[src/rtl/cam_req_sequencer.sv]
`default_nettype none
// cam_req_sequencer: command FIFO plus one-at-a-time issue FSM in front of the CAM; rev 1.0
// Each command becomes a single-cycle CAM enable; the result is held on a valid/ready response port.
module cam_req_sequencer #(
  parameter int WIDTH      = 32,
  parameter int ADDR_WIDTH = 5,
  parameter int DEPTH      = 4,
  parameter int CAM_LAT    = 1
) (
  input  logic                  clk_i,
  input  logic                  rst_i,
  input  logic                  cmd_valid_i,
  output logic                  cmd_ready_o,
  input  logic [1:0]            cmd_op_i,
  input  logic [ADDR_WIDTH-1:0] cmd_index_i,
  input  logic [WIDTH-1:0]      cmd_data_i,
  output logic                  cam_read_enable_o,
  output logic [ADDR_WIDTH-1:0] cam_read_index_o,
  output logic                  cam_write_enable_o,
  output logic [ADDR_WIDTH-1:0] cam_write_index_o,
  output logic [WIDTH-1:0]      cam_write_data_o,
  output logic                  cam_search_enable_o,
  output logic [WIDTH-1:0]      cam_search_data_o,
  input  logic                  cam_read_valid_i,
  input  logic [WIDTH-1:0]      cam_read_value_i,
  input  logic                  cam_search_valid_i,
  input  logic [ADDR_WIDTH-1:0] cam_search_index_i,
  output logic                  rsp_valid_o,
  input  logic                  rsp_ready_i,
  output logic [1:0]            rsp_op_o,
  output logic                  rsp_hit_o,
  output logic [WIDTH-1:0]      rsp_data_o,
  output logic [ADDR_WIDTH-1:0] rsp_index_o
);

  localparam int PW = (DEPTH > 1) ? $clog2(DEPTH) : 1;
  localparam int CW = $clog2(DEPTH + 1);
  localparam int LW = (CAM_LAT > 1) ? $clog2(CAM_LAT) : 1;

  localparam logic [1:0] OP_READ   = 2'b00;
  localparam logic [1:0] OP_WRITE  = 2'b01;
  localparam logic [1:0] OP_SEARCH = 2'b10;

  typedef enum logic [1:0] {
    S_IDLE  = 2'd0,
    S_ISSUE = 2'd1,
    S_WAIT  = 2'd2,
    S_RESP  = 2'd3
  } state_e;

  logic [1:0]            op_mem   [DEPTH];
  logic [ADDR_WIDTH-1:0] idx_mem  [DEPTH];
  logic [WIDTH-1:0]      data_mem [DEPTH];

  logic [PW-1:0]         wr_ptr_q, rd_ptr_q;
  logic [CW-1:0]         count_q, count_d;
  state_e                state_q;
  logic [LW-1:0]         wait_q;
  logic [1:0]            cur_op_q;
  logic [ADDR_WIDTH-1:0] cur_idx_q;
  logic [WIDTH-1:0]      cur_data_q;

  logic                  rd_en_q, wr_en_q, sr_en_q;
  logic [ADDR_WIDTH-1:0] rd_idx_q, wr_idx_q;
  logic [WIDTH-1:0]      wr_data_q, sr_data_q;

  logic                  rsp_valid_q, rsp_hit_q;
  logic [1:0]            rsp_op_q;
  logic [WIDTH-1:0]      rsp_data_q;
  logic [ADDR_WIDTH-1:0] rsp_idx_q;

  logic                  push, pop;
  logic [1:0]            head_op;
  logic [ADDR_WIDTH-1:0] head_idx;
  logic [WIDTH-1:0]      head_data;

  assign cmd_ready_o = (count_q < CW'(DEPTH));
  assign push        = cmd_valid_i & cmd_ready_o;
  assign pop         = (state_q == S_IDLE) && (count_q != '0);
  assign head_op     = op_mem[rd_ptr_q];
  assign head_idx    = idx_mem[rd_ptr_q];
  assign head_data   = data_mem[rd_ptr_q];

  always_comb begin
    count_d = count_q;
    if (push && !pop) begin
      count_d = count_q + CW'(1);
    end else if (!push && pop) begin
      count_d = count_q - CW'(1);
    end
  end

  // Storage needs no reset: only entries between the pointers are ever read.
  always_ff @(posedge clk_i) begin
    if (push) begin
      op_mem[wr_ptr_q]   <= cmd_op_i;
      idx_mem[wr_ptr_q]  <= cmd_index_i;
      data_mem[wr_ptr_q] <= cmd_data_i;
    end
  end

  always_ff @(posedge clk_i or negedge rst_i) begin
    if (!rst_i) begin
      wr_ptr_q    <= '0;
      rd_ptr_q    <= '0;
      count_q     <= '0;
      state_q     <= S_IDLE;
      wait_q      <= '0;
      cur_op_q    <= '0;
      cur_idx_q   <= '0;
      cur_data_q  <= '0;
      rd_en_q     <= 1'b0;
      wr_en_q     <= 1'b0;
      sr_en_q     <= 1'b0;
      rd_idx_q    <= '0;
      wr_idx_q    <= '0;
      wr_data_q   <= '0;
      sr_data_q   <= '0;
      rsp_valid_q <= 1'b0;
      rsp_hit_q   <= 1'b0;
      rsp_op_q    <= '0;
      rsp_data_q  <= '0;
      rsp_idx_q   <= '0;
    end else begin
      count_q <= count_d;
      if (push) wr_ptr_q <= wr_ptr_q + PW'(1);
      if (pop)  rd_ptr_q <= rd_ptr_q + PW'(1);

      case (state_q)
        S_IDLE: begin
          if (pop) begin
            cur_op_q   <= head_op;
            cur_idx_q  <= head_idx;
            cur_data_q <= head_data;
            rd_idx_q   <= head_idx;
            wr_idx_q   <= head_idx;
            wr_data_q  <= head_data;
            sr_data_q  <= head_data;
            case (head_op)
              OP_READ: begin
                rd_en_q <= 1'b1;
                state_q <= S_ISSUE;
              end
              OP_WRITE: begin
                wr_en_q <= 1'b1;
                state_q <= S_ISSUE;
              end
              OP_SEARCH: begin
                sr_en_q <= 1'b1;
                state_q <= S_ISSUE;
              end
              default: begin
                // Reserved opcode never touches the CAM; answer with a miss.
                rsp_valid_q <= 1'b1;
                rsp_op_q    <= head_op;
                rsp_hit_q   <= 1'b0;
                rsp_data_q  <= head_data;
                rsp_idx_q   <= head_idx;
                state_q     <= S_RESP;
              end
            endcase
          end
        end
        S_ISSUE: begin
          rd_en_q <= 1'b0;
          wr_en_q <= 1'b0;
          sr_en_q <= 1'b0;
          wait_q  <= LW'(CAM_LAT - 1);
          state_q <= S_WAIT;
        end
        S_WAIT: begin
          if (wait_q == '0) begin
            rsp_valid_q <= 1'b1;
            rsp_op_q    <= cur_op_q;
            state_q     <= S_RESP;
            case (cur_op_q)
              OP_READ: begin
                rsp_hit_q  <= cam_read_valid_i;
                rsp_data_q <= cam_read_value_i;
                rsp_idx_q  <= cur_idx_q;
              end
              OP_SEARCH: begin
                rsp_hit_q  <= cam_search_valid_i;
                rsp_data_q <= cur_data_q;
                rsp_idx_q  <= cam_search_valid_i ? cam_search_index_i : '0;
              end
              default: begin
                rsp_hit_q  <= 1'b1;
                rsp_data_q <= cur_data_q;
                rsp_idx_q  <= cur_idx_q;
              end
            endcase
          end else begin
            wait_q <= wait_q - LW'(1);
          end
        end
        S_RESP: begin
          if (rsp_ready_i) begin
            rsp_valid_q <= 1'b0;
            state_q     <= S_IDLE;
          end
        end
        default: state_q <= S_IDLE;
      endcase
    end
  end

  assign cam_read_enable_o   = rd_en_q;
  assign cam_read_index_o    = rd_idx_q;
  assign cam_write_enable_o  = wr_en_q;
  assign cam_write_index_o   = wr_idx_q;
  assign cam_write_data_o    = wr_data_q;
  assign cam_search_enable_o = sr_en_q;
  assign cam_search_data_o   = sr_data_q;
  assign rsp_valid_o         = rsp_valid_q;
  assign rsp_op_o            = rsp_op_q;
  assign rsp_hit_o           = rsp_hit_q;
  assign rsp_data_o          = rsp_data_q;
  assign rsp_index_o         = rsp_idx_q;

endmodule
`default_nettype wire

[config.mk]
export PLATFORM = sky130hd
export DESIGN_NAME = cam_req_sequencer
export DESIGN_NICKNAME = d
export VERILOG_FILES = /design/src/rtl/cam_req_sequencer.sv
export SDC_FILE = /design/constraint.sdc
export NUM_CORES = 1
export LEC_CHECK = 0
export ABC_CLOCK_PERIOD_IN_PS = 2600
export CELL_PAD_IN_SITES_DETAIL_PLACEMENT = 1
export CELL_PAD_IN_SITES_GLOBAL_PLACEMENT = 1
export CORE_AREA = 2 2 121 170
export CTS_BUF_LIST = sky130_fd_sc_hd__clkbuf_4
export CTS_CLUSTER_SIZE = 16
export DETAILED_ROUTE_END_ITERATION = 7
export DIE_AREA = 0 0 123 172
export DONT_BUFFER_PORTS = 1
export PLACE_DENSITY_LB_ADDON = 0.1
export SLEW_MARGIN = 25
export SYNTH_ARGS = -nofsm -noshare
export SYNTH_HDL_FRONTEND = slang
export SYNTH_SLANG_ARGS = --single-unit
export TNS_END_PERCENT = 1
[constraint.sdc]
create_clock -name clk_i -period 2.6 [get_ports clk_i]
set_input_delay 0.52 -clock clk_i [delete_from_list [all_inputs] [get_ports clk_i]]
set_output_delay 0.52 -clock clk_i [all_outputs]
set_load 0.02 [all_outputs]
==> Word-level counts from Yosys, hierarchy flattened <==
Memory sizes are Yosys's and may differ from the RTL's.
Cells that the tools add are included.
W data, S select, Z words.
{ "totals": {"out_inout_bits": 119, "memories": 3, "ram_bits": 156, "register_bits": 93} }
{ "classes": {"n_bitwise": 1, "mux": 45, "n_addsub": 5, "eq_ne": 13, "n_lt_le_gt_ge": 1, "reduce_logical": 22} }
{ "memory_table": {"columns": ["name", "words", "width", "read_ports", "rd_clocked_by_memory_dff", "wr", "line_no", "text"], "rows": [
  ["data_mem", 4, 32, 1, 0, 1, "53", "logic [WIDTH-1:0] data_mem [DEPTH];"],
  ["idx_mem", 4, 5, 1, 0, 1, "52", "logic [ADDR_WIDTH-1:0] idx_mem [DEPTH];"],
  ["op_mem", 4, 2, 1, 0, 1, "51", "logic [1:0] op_mem [DEPTH];"]
]} }
{ "op_table": {"columns": ["operator", "count"], "rows": [
  ["$mux W32", 4],
  ["$pmux W32 S2", 1],
  ["$mux W5", 5],
  ["$mux W1", 16],
  ["$mux W2", 7],
  ["$pmux W1 S2", 6],
  ["$reduce_and A3 Y1", 4],
  ["$pmux W5 S2", 1],
  ["$eq A2 B2 Y1 const B", 4],
  ["$ne A2 B2 Y1 const B", 4],
  ["$pmux W2 S4", 1],
  ["$reduce_bool A2 Y1", 4],
  ["$logic_not A2 Y1", 3],
  ["$mux W3", 2],
  ["$ne A2 B1 Y1 const B", 3],
  ["$reduce_bool A3 Y1", 2],
  ["$reduce_and A5 Y1", 1],
  ["$add A2 B1 Y2 const B", 2],
  ["$eq A2 B1 Y1 const B", 2],
  ["$pmux W2 S2", 1],
  ["$reduce_and A4 Y1", 1],
  ["$add A3 B1 Y3 const B", 1],
  ["$logic_and A1 B1 Y1", 3],
  ["$lt A3 B3 Y1 const B", 1],
  ["7 further kinds", 8]
]} }

==> Depth between registers and ports, before layout <==
{ "depth": {"ltp_word": 6, "depth_mapped": 11, "ltp_nobuf": 9} }

==> Worst setup path before layout <==
OpenSTA, ideal clock, no wires.
{ "synth_path": {"path_type": "register to register", "start": "register state_q[0]", "end": "register count_q[1]", "period_less_slack_ps": 2292, "t_arrival_ps": 2167, "required_time_ps": 2475, "slack_ps": 308, "stages_incl_launch_ff": 10, "cell_sequence": "dfrtp_1 inv_1 ha_1 clkbuf_1 nand2_1 buf_2 ha_1 inv_1 fa_1 mux2_2"} }
{ "synth_between": {"elab_chain_cells": 5, "elab_cells_between_ends": 7, "cone_classes": "mux: 1; reduce/logical: 6"} }
{ "synth_rtl": {"columns": ["item", "line_no", "text"], "rows": [
  ["start: declaration", "57", "state_e state_q;"],
  ["start signal: assignment", "107", "state_q <= S_IDLE;"],
  ["start signal: assignment", "142", "state_q <= S_ISSUE;"],
  ["start signal: assignment", "146", "state_q <= S_ISSUE;"],
  ["$logic_not A2 Y1", "79", "assign pop = (state_q == S_IDLE) && (count_q != '0);"],
  ["$logic_and A1 B1 Y1", "79", null],
  ["$logic_not A1 Y1", "86", "if (push && !pop) begin"],
  ["$logic_and A1 B1 Y1", "86", null],
  ["$mux W3", "86", null],
  ["named net count_d[1]", "56", "logic [CW-1:0] count_q, count_d;"],
  ["end signal: assignment", "125", "count_q <= count_d;"],
  ["end: declaration", "56", null]
]} }
The timed path passes the listed nets, and every way through them passes these cells.
A chain may end at the register's enable or synchronous reset.

==> Worst setup path in the final report <==
{ "layout_path": {"start": "register state_q[0]", "end": "register rsp_data_q[17] (netlist: rsp_data_o[17])"} }
{ "layout_between": {"elab_chain_cells": 4, "elab_cells_between_ends": 9, "cone_classes": "eq/ne: 4; mux: 1; reduce/logical: 4"} }
{ "layout_rtl": {"columns": ["item", "line_no", "text"], "rows": [
  ["$logic_not A2 Y1", "79, 129", null],
  ["$logic_and A1 B1 Y1", "79", null],
  ["$ne A2 B2 Y1 (no source line)", null, null],
  ["$reduce_and A4 Y1 (no source line)", null, null],
  ["end signal: assignment", "157", "rsp_data_q <= head_data;"],
  ["end signal: assignment", "179", "rsp_data_q <= cam_read_value_i;"],
  ["end signal: assignment", "184", "rsp_data_q <= cur_data_q;"],
  ["end: declaration", "69", "logic [WIDTH-1:0] rsp_data_q;"]
]} }
Parallel ways exist; a longest one is shown, timed or not.

==> flow_summary.toml <==
[yosys]
netlist.area_leader.share = 0.439
synth_ff_type = "edfxtp_1"
netlist_instances = 660
async_flop_share = 0.371
synth_warnings = 0
syn_nets = 753
synthesis.area_um2 = 10700
synth_area_leaders = "edfxtp_1, dfrtp_1, mux4_2, mux2_2, mux2i_1"
synthSimpleGateAreaFrac = 0.0379
ys_seq_elements = 248
postSynthAreaPerCell_um2 = 16.2
synth_xor_area_frac = 0.00493
synth.area.mux_share = 0.195
seq_area_frac_synth = 0.655
synth_top_family_by_area = "multiplexers"
synthAdderAreaFrac = 0.0136
synth_compound_area_frac = 0.0434
synth_edf_count = 156
netlist-cell-type-count = 40
synth_top_cell_by_area = "edfxtp_1"

[setup_path]
arrival_ns = 2.83
path_class = "register to register"
end_kind = "register"
r2r_cells = 6
crit_fanout = 18
reg2reg_from = "state_q[0]"
worst_setup_path_start_kind = "register"
required_ns = 3.12
ff2ff_setup_slack_ns = 0.29
reg2reg_to = "rsp_data_o[17]"

[final_layout]
stdcell_count = 1011
final_cell_mix = "edfxtp_1, clkbuf_4, dfrtp_1"
final_nets = 800
post-route-util = 0.609
areaGrowthSynthToFinish_pct = 12.5
final_cell_area_um2 = 12000
layout_commonest_cell = "edfxtp_1"
drive_gt1_frac = 0.318

[sta]
min_period_over_period = 0.888
hold_viol = 0
setup_viol_count_final = 0
worst_pin_slew_ns = 0.708
fin_hold_ws_ns = 0.197
finalMaxSlewViolations = 0
fmax_mhz = 433
clock_skew_ns = 0.0486
rsz0062_at_grt = "no"
tns_ns = 0
layout_min_cycle_time_ns = 2.31
maxSlewHeadroom = 0.527

[detailed_routing]
routedWlPerCell_um = 23.3
drt_first_pass_iters = 4
drc = 0
dr_total_vias = 5877
viasPerCell = 5.81
antenna_violating_nets_post_route = 0
totalWireLength_mm = 23.6
drt-initial-drc-count = 354

[grt]
antenna_found_initial = 2
grt_pass1_vias = 6702
grt_max_degree = 93
grt_usage = 0.226
gr-total-overflow = 0
grt_pass1_wl_mm = 36.3

[job]
maxCapViolCount = 0

[clock_tree]
cts_buffer_depth = 3
cts.sinks = 248
htree_levels = 2
clkTransAtPathRegs_ns = 0.08
worst_skew_pair.late_latency_ns = 0.67
cts-root-buf = "clkbuf_4"
cts_tree = "built"
cts_resized = 0
numCtsBuffers = 58

[hold_path]
hold_path.class = "input port to register"
hold_end = "rsp_data_o[29]"
worstHoldStart = "cam_read_value_i[29]"
hold_depth = 3

[placement]
place_hpwl_mm = 14.9
dp_cells = 858
place_congestion = 0.753
portBuffers = 0
placed_area_um2 = 10700

[power_and_ir_drop]
peakVddDrop_mv = 0.698
p_leak_nw = 4.39
p_per_area_nw_per_um2 = 1360

[die]
die-width_um = 123
start_util = 0.541
coreArea_um2 = 19700
io-pin-count = 201
rows = 61
fp.dieArea_um2 = 21200
fp.dieH_um = 172

[outcome]
status = "complete, no violations"
-- cells in the mapped netlist, types with 10 or more instances --
master	number
edfxtp_1	156
mux2i_1	36
a21oi_1	35
ha_1	10
inv_1	15
buf_4	41
clkbuf_1	19
mux4_2	40
nor2_1	41
dfrtp_1	92
mux2_2	73
buf_2	12
o211ai_1	17
-- stage by stage --
| step | power, mW | worst slack (ns) |
|---|---|---|
| finish | 16.3 | 0.292 |
| global route | 17.3 | 0.176 |
| CTS | 16.5 | 0.280 |
| detailed placement | 13.1 | 0.344 |
| global placement | 12.6 | 0.255 |
| floorplan | 11.9 | 0.308 |
-- per-layer routing --
layer | vias to the layer above | global-route usage | wire (um)
met2 | 188 | 0.404 | 12800
met1 | 3043 | 0.264 | 8950
met3 | 36 | 0.0597 | 1460
met5 | - | 0 | 0
li1 | 2610 | - | -
met4 | 0 | 0.0736 | 402
-- cell type report --
| cell class | instances | area, um^2 |
|---|---|---|
| Inverter | 16 | 60.1 |
| Antenna cell | 2 | 5.00 |
| Clock buffer | 92 | 691 |
| Sequential cell | 248 | 6990 |
| Fill cell | 1843 | 7700 |
| Timing Repair Buffer | 62 | 631 |
| Clock inverter | 18 | 123 |
| Multi-Input combinational cell | 321 | 3170 |
| Tap cell | 252 | 315 |
-- worst max-delay path by stage --
stage,depth (start not counted),endpoint,start
after floorplan,9,count_q[1],state_q[0]
after global placement,3,rsp_data_o[14],rd_ptr_q[1]
after detailed placement,6,rsp_data_o[26],state_q[0]
after CTS,6,rsp_data_o[17],state_q[0]
after global routing,6,rsp_data_o[15],state_q[0]
final,6,rsp_data_o[17],state_q[0]
-- worst max-delay path, stage by stage (launching register included) --
cell and delay (ns):
dfrtp_1 0.44, inv_1 0.11, ha_2 0.40, nor2b_1 0.25, o21bai_4 0.34, buf_16 0.24
mux2_2 0.36
-- registers in the layout (all words and copies together), names as in the netlist, 2 cells and up --
name,count
data_mem,128
cam_search_data_o,32
rsp_data_o,32
idx_mem,20
op_mem,8
cam_write_index_o,5
rsp_index_o,5
count_q,3
cur_op_q,2
rd_ptr_q,2
rsp_op_o,2
state_q,2
wr_ptr_q,2
-- logic make-up (layout without fill, tap and decap cells) --
family                   count (synthesis)  count (layout)
AO/OA/AOI/OAI                           72              72
XOR/XNOR                                 6               6
adder cells (fa/ha/maj)                 11              11
buffers and inverters                   91             188
flip-flops                             248             248
multiplexers                           149             149
other                                    0               2
AND/OR/NAND/NOR                         83              83
-- where the power goes --
group          switching [mW]  internal (mW)
registers                2.08           5.34
logic                    2.89           2.70
clock network            1.50           1.80
-- timing repair --
| action | in CTS | in global routing |
|---|---|---|
| hold endpoints to repair | 248 | 0 |
| hold buffers | 41 | 0 |
| buffers inserted | 0 | 0 |
Note: power is estimated with default switching activity, not from simulation.
